[src/rtl/alu_pipe.sv]
// Two-stage valid/ready ALU: s1 holds operands, s2 holds the result and drives the outputs.
// Optional ov_out (signed overflow) is enabled by defining ALU_OVF_EN.
module alu_pipe #(
    parameter  int WIDTH = 8,
    localparam int SHW   = $clog2(WIDTH)
) (
    input  logic             clk,
    input  logic             reset,
    input  logic             in_valid,
    output logic             in_ready,
    input  logic [WIDTH-1:0] a_in,
    input  logic [WIDTH-1:0] b_in,
    input  logic [2:0]       op_in,
    output logic             out_valid,
    input  logic             out_ready,
    output logic [WIDTH-1:0] y_out,
    output logic             co_out,
`ifdef ALU_OVF_EN
    output logic             ov_out,
`endif
    output logic             zero_out
);

    typedef enum logic [2:0] {
        OP_ADD  = 3'b000,
        OP_SUB  = 3'b001,
        OP_AND  = 3'b010,
        OP_OR   = 3'b011,
        OP_XOR  = 3'b100,
        OP_SHL  = 3'b101,
        OP_SHR  = 3'b110,
        OP_PASS = 3'b111
    } op_e;

    logic             s1_valid_q, s2_valid_q;
    logic [WIDTH-1:0] a_q, b_q;
    op_e              op_q;
    logic [WIDTH-1:0] y_q, y_d;
    logic             co_q, co_d;
    logic             zero_q, zero_d;
`ifdef ALU_OVF_EN
    logic             ov_q, ov_d;
`endif

    logic             s2_adv, s1_adv, in_fire;
    logic [SHW-1:0]   sh;
    logic [WIDTH:0]   sum, diff, shl_w, shr_w;

    assign s2_adv   = !s2_valid_q || out_ready;
    assign s1_adv   = s1_valid_q && s2_adv;
    assign in_ready = !s1_valid_q || s2_adv;
    assign in_fire  = in_valid && in_ready;

    // Widened operands put the carry/borrow/shift-out bit in the extra MSB (or LSB for SHR),
    // which also yields co=0 naturally for a zero shift amount.
    assign sh    = b_q[SHW-1:0];
    assign sum   = {1'b0, a_q} + {1'b0, b_q};
    assign diff  = {1'b0, a_q} - {1'b0, b_q};
    assign shl_w = {1'b0, a_q} << sh;
    assign shr_w = {a_q, 1'b0} >> sh;

    always_comb begin
        y_d  = '0;
        co_d = 1'b0;
        unique case (op_q)
            OP_ADD:  {co_d, y_d} = sum;
            OP_SUB:  {co_d, y_d} = diff;
            OP_AND:  y_d = a_q & b_q;
            OP_OR:   y_d = a_q | b_q;
            OP_XOR:  y_d = a_q ^ b_q;
            OP_SHL:  {co_d, y_d} = shl_w;
            OP_SHR:  begin y_d = shr_w[WIDTH:1]; co_d = shr_w[0]; end
            OP_PASS: y_d = a_q;
            default: y_d = a_q;
        endcase
        zero_d = (y_d == '0);
    end

`ifdef ALU_OVF_EN
    always_comb begin
        ov_d = 1'b0;
        if (op_q == OP_ADD)
            ov_d = (a_q[WIDTH-1] == b_q[WIDTH-1]) && (y_d[WIDTH-1] != a_q[WIDTH-1]);
        else if (op_q == OP_SUB)
            ov_d = (a_q[WIDTH-1] != b_q[WIDTH-1]) && (y_d[WIDTH-1] != a_q[WIDTH-1]);
    end
`endif

    always_ff @(posedge clk or negedge reset) begin
        if (!reset) begin
            s1_valid_q <= 1'b0;
            a_q        <= '0;
            b_q        <= '0;
            op_q       <= OP_ADD;
        end else if (in_ready) begin
            s1_valid_q <= in_valid;
            if (in_fire) begin
                a_q  <= a_in;
                b_q  <= b_in;
                op_q <= op_e'(op_in);
            end
        end
    end

    // s2 data only changes on a real advance, so results hold during a stall.
    always_ff @(posedge clk or negedge reset) begin
        if (!reset) begin
            s2_valid_q <= 1'b0;
            y_q        <= '0;
            co_q       <= 1'b0;
            zero_q     <= 1'b0;
`ifdef ALU_OVF_EN
            ov_q       <= 1'b0;
`endif
        end else begin
            if (s2_adv)
                s2_valid_q <= s1_valid_q;
            if (s1_adv) begin
                y_q    <= y_d;
                co_q   <= co_d;
                zero_q <= zero_d;
`ifdef ALU_OVF_EN
                ov_q   <= ov_d;
`endif
            end
        end
    end

    assign out_valid = s2_valid_q;
    assign y_out     = y_q;
    assign co_out    = co_q;
    assign zero_out  = zero_q;
`ifdef ALU_OVF_EN
    assign ov_out    = ov_q;
`endif

endmodule

[config.mk]
export PLATFORM = sky130hd
export DESIGN_NAME = alu_pipe
export DESIGN_NICKNAME = d
export VERILOG_FILES = /design/src/rtl/alu_pipe.sv
export SDC_FILE = /design/constraint.sdc
export NUM_CORES = 1
export LEC_CHECK = 0
export ABC_AREA = 1
export CELL_PAD_IN_SITES_DETAIL_PLACEMENT = 0
export CELL_PAD_IN_SITES_GLOBAL_PLACEMENT = 1
export CORE_MARGIN = 10
export CORE_UTILIZATION = 44
export DETAILED_ROUTE_END_ITERATION = 16
export PLACE_DENSITY_LB_ADDON = 0.08
export SYNTH_ARGS = -nofsm -noshare
export SYNTH_HDL_FRONTEND = slang
export SYNTH_SLANG_ARGS = --single-unit
[constraint.sdc]
create_clock -name clk -period 3.1 [get_ports clk]
set_input_delay 0.62 -clock clk [delete_from_list [all_inputs] [get_ports clk]]
set_output_delay 0.62 -clock clk [all_outputs]
set_load 0.01 [all_outputs]
=== After elaboration in Yosys (flattened, before gate mapping) ===
Index checks and enable logic that the tools add are counted.

* Muxes and demuxes: 2
* Reductions and logical operators: 9
* Add/sub/neg operators: 2
* Bitwise logic cells: 3
* Equality and inequality tests: 7
* Shift operators: 2

{| class="wikitable"
|+ Operator list
! operator !! count
|-
| $pmux 8 s8 || 1
|-
| $eq 3x3->1 const B || 4
|-
| $add 8x8->9 || 1
|-
| $shl 8x3->9 || 1
|-
| $shr 9x3->9 || 1
|-
| $sub 8x8->9 || 1
|-
| $and 8x8->8 || 1
|-
| $logic_not 8->1 || 1
|-
| $or 8x8->8 || 1
|-
| $xor 8x8->8 || 1
|-
| $eq 3x2->1 const B || 2
|-
| $pmux 1 s4 || 1
|-
| $eq 3x1->1 const B || 1
|-
| $logic_not 3->1 || 1
|-
| $logic_and 1x1->1 || 2
|-
| $logic_not 1->1 || 2
|-
| $logic_or 1x1->1 || 2
|-
| $reduce_and 2->1 || 1
|}

* Output and inout bits: 12
* Register bits: 31
* Word-level logic and storage cells: 33

=== Depth between registers and ports, before layout ===
* Depth in word-level cells: 5
* Mapped depth: 15
* Depth with buffers taken out: 14

=== Worst setup path after synthesis ===
OpenSTA, ideal clock, no wires.

* Kind: register to register
* Start: register a_q[0]
* End: register zero_q, in the netlist zero_out
* Stages on the path, launching flop included: 15
* Path slack: 1.152 ns
* Data required time: 3.026 ns
* Data arrival time: 1.874 ns
* Library setup time: 0.074 ns
* Path buffers: 0
* Cells stage by stage: dfrtp_1 -> inv_1 -> ha_1 -> fa_1 -> inv_1 -> nand2_1 -> nand2_1 -> nand3_1 -> nand2_1 -> nor2_1 -> nor2_1 -> nand3_1 -> nor2_1 -> nand3_1 -> o21ai_2

* Longest elaborated chain between the ends: 3

{| class="wikitable"
|+ Ends and longest elaborated chain
! item !! RTL line !! source
|-
| from (decl) || 36 || <nowiki>logic [WIDTH-1:0] a_q, b_q;</nowiki>
|-
| from (signal assigned) || 98 || <nowiki>a_q <= a_in;</nowiki>
|-
| $sub 8x8->9 (tied with other cells) || 58 || <nowiki>assign diff = {1'b0, a_q} - {1'b0, b_q};</nowiki>
|-
| $pmux 8 s8 * || 65 || <nowiki>unique case (op_q)</nowiki>
|-
| $logic_not 8->1 * || 76 || <nowiki>zero_d = (y_d == '0);</nowiki>
|-
| to (signal assigned) || 121 || <nowiki>zero_q <= zero_d;</nowiki>
|-
| to (decl) || 40 || <nowiki>logic zero_q, zero_d;</nowiki>
|}

Mark *: on every way between the ends. The rest lies on a longest branch, timed or not.
A chain may end at the register's enable or synchronous reset.

=== Worst setup path in the final report ===
* Start: register b_q[1]
* End: register zero_q, in the netlist zero_out

* Longest elaborated chain between the ends: 3

{| class="wikitable"
|+ Ends and longest elaborated chain
! item !! RTL line !! source
|-
| from (decl) || 36 ||
|-
| from (signal assigned) || 99 || <nowiki>b_q <= b_in;</nowiki>
|-
| $sub 8x8->9 (tied with other cells) || 58 ||
|-
| $pmux 8 s8 * || 65 ||
|-
| $logic_not 8->1 * || 76 ||
|}

Marked as above.

==> summary.md <==
| Metric | Value |
|---|---|
| Outcome | `completed` |
| Post-CTS Setup Repair Bufs | `0` |
| WL/cell | `15.0 um` |
| Fmax | `0.412 GHz` |
| Core ar. | `0.00683 mm2` |
| Syn nets | `536` |
| Via-per-instance ratio | `5.27` |
| Final HPWL DP | `7150 um` |
| Comb power frac | `51.1%` |
| Pre-CTS WS | `0.693 ns` |
| Crit path largest cell delay | `0.81 ns` |
| Remaining global-route overflow | `0` |
| Area contributors post-synth | `dfrtp_1 25%, nand2_1 16%, nand3_1 13%, ha_1 10%, nor2_1 7.3%` |
| Top delay family on crit path | `flip-flops` |
| DR DRC count | `0` |
| Met3 WL post-DR | `588 um` |
| Top FF cell, synth | `dfrtp_1` |
| Vias in the first global route | `3090` |
| Post-route ant nets | `0` |
| CP Cell Sequence | `inv_6 -> ha_1 -> inv_1 -> nand2_1 -> nand2_1 -> nand3_1 -> nand2_1 -> nand2_1 -> nand3_1 -> nand2_1 -> nor2_2 -> nand3_2 -> o21ai_2` |
| Unique masters post-synth | `30` |
| GRT Overall Usage | `16.6%` |
| P_int | `0.00118 W` |
| Power Density | `602 mW/mm2` |
| Layout cell share with drive strength beyond 1 | `7.99%` |
| Die H | `104 um` |
| Sw Pwr | `0.000971 W` |
| Wire length on met1 | `4330 um` |
| CP Data Arrival Time | `2.64 ns` |
| Die X | `104 um` |
| Slew @ Worst Pin | `0.726 ns` |
| Antenna cell count | `0` |
| Hold WC Path Type | `flop to flop` |
| Mapped Area | `0.00312 mm2` |
| TNS Setup | `0 ns` |
| Clock root buffer | `clkbuf_8` |
| Clock latency on the worst-skew pair | `0.29 ns` |
| CTS H-tree lvls | `2` |
| Largest buffer count on any clock path | `2` |
| Port bufs | `34` |
| Peak VDD IR | `0.309 mV` |
| Top cells by instance count after synthesis | `133 x nand2_1, 79 x nand3_1, 61 x nor2_1, 50 x inv_1, 35 x a21oi_1` |
| Switching share of power | `45.1%` |
| RSZ-0062 raised after global routing | `false` |
| Cts bufs inserted | `5` |
| Yosys warning total | `0` |
| Most Frequent Cell on Critical Path | `nand2_1` |
| Routed wire length | `9130 um` |
| Sequential area share after synthesis | `24.9%` |
| Routed met2 length | `3990 um` |
| Critical-path top delay cell | `dfrtp_1` |
| Clock sink count | `31` |
| Die area | `0.0108 mm2` |
| Asr flop ratio synth | `100%` |
| Top Layer Used | `met4` |
| Max-Cap Viols | `0` |
| CTS tree | `done` |
| Post-route setup slack | `0.674 ns` |
| Final Cycle Share | `78.3%` |
| Placement Rows | `30` |
| Worst setup SP type | `flop` |
| Cell count after synthesis | `486` |
| Flops & latches, synth | `31` |
| Synth area leader | `dfrtp_1` |
| Largest net degree at the start of global routing | `40` |
| Ports | `35` |
| Layout Skew | `0.00740 ns` |
| WP data required | `3.32 ns` |
| Post-synth EDFFs | `0` |
| Slew HR | `51.6%` |
| Clock network power share | `19.8%` |
| Layout area overhead | `14.7%` |
| Critical path class | `flop to flop` |
| Setup crit end kind | `flop` |
| CTS hold repair buffers | `0` |
| 1st-pass router iterations | `6` |
| First-pass GRT wire length | `15000 um` |
| Seq pwr share | `29.1%` |
| Initial core utilization | `45.6%` |
| Slew Limit Fails | `0` |
| LEAKAGE | `1.86 nW` |
| Starting DRT DRC Count | `307` |
| Cts repair resizes | `0` |
| Placer congestion estimate | `0.885` |
| Fin. Hold Viols | `0` |
| Average size of a mapped cell | `6.41 um2` |
| Setup violations, final | `0` |
| Minimum clock period | `2.43 ns` |
| Reg clk slew, reported paths | `0.08 ns` |
| Worst path bufs/invs | `2` |
| Antenna violations before repair | `0` |
| Area fraction of the dominant cell type after synthesis | `24.9%` |
| Fin nets | `562` |
| Reg-to-reg slack, setup | `0.67 ns` |
| Via count | `3208` |
| CP max FO | `21` |
| Final Core Density | `52.3%` |
| Most common cell in the netlist | `nand2_1` |
==> worst paths after layout <==
check                              start       end  cells past startpoint
worst max-delay path              b_q[1]  zero_out                     13
worst min-delay path            y_out[2]  y_out[2]                      2
worst max register to register    b_q[1]  zero_out                     13
worst min register to register  y_out[2]  y_out[2]                      2
max in group asynchronous          reset    b_q[3]                      2
min in group asynchronous          reset    b_q[1]                      2
==> layer usage <==
layer	track usage (%)	vias up
li1	-	1605
met1	22.1	1469
met2	25.6	117
met3	3.78	17
met4	5.47	0
met5	0	-
==> worst register-to-register path, delay by kind of cell, from the launching register on <==
kind | cells | cell delay [ns]
adders and majority gates | 1 | 0.38
DFF | 1 | 0.81
and+or+nand+nor | 9 | 0.77
AOI/OAI and AO/OA | 1 | 0.13
buffers and inverters | 2 | 0.26
==> sequential cells by signal (all words and copies together) (netlist names) <==
signal,cells
op_q,3
y_out,8
b_q,8
a_q,8
out_valid,1
s1_valid_q,1
zero_out,1
co_out,1
==> per-stage QoR <==
step	hold slack [ns]	cell area, um2	std cells	total power, W
global route	0.514	3570	609	0.00233
detailed placement	0.464	3460	601	0.00172
finish	0.478	3570	609	0.00215
global placement	0.462	3460	601	0.00172
CTS	0.483	3570	609	0.00215
floorplan	0.324	3120	486	0.00137
==> layout make-up <==
type	instances	area, um2
sequential	31	776
clock inverter	2	35.0
timing repair buffer	36	355
inverter	59	234
tap	96	120
fill	723	3260
multi-input combinational	379	1970
clock buffer	6	82.6
==> layout by cell type, fill, tap and decap left out, types with 5 or more instances in the layout <==
master and instances:
clkdlybuf4s50_1 34, inv_2 5, nand3_1 79, clkbuf_8 6, nor2_2 6, dfrtp_1 31
nand2_1 133, nand4_1 9, o21ai_0 5, inv_1 50, nor2_1 61, ha_1 25
a21oi_1 35
==> kinds of logic after synthesis <==
logic type	count (synthesis)	share of synthesized area [%]
and+or+nand+nor	303	43.4
buffers and inverters	76	11.8
AOI/OAI and AO/OA	47	7.99
DFF	31	24.9
adders and majority gates	27	11.3
xor gates and xnor gates	2	0.562
==> power by group through the flow <==
stage	Sequential (W)	Combinational, W	Clock (W)
finish	0.000627	0.00110	0.000426
global route	0.000643	0.00124	0.000450
CTS	0.000626	0.00109	0.000432
detailed placement	0.000633	0.00109	0
global placement	0.000631	0.00109	0
floorplan	0.000603	0.000772	0
Note: power is estimated with default switching activity, not from simulation.
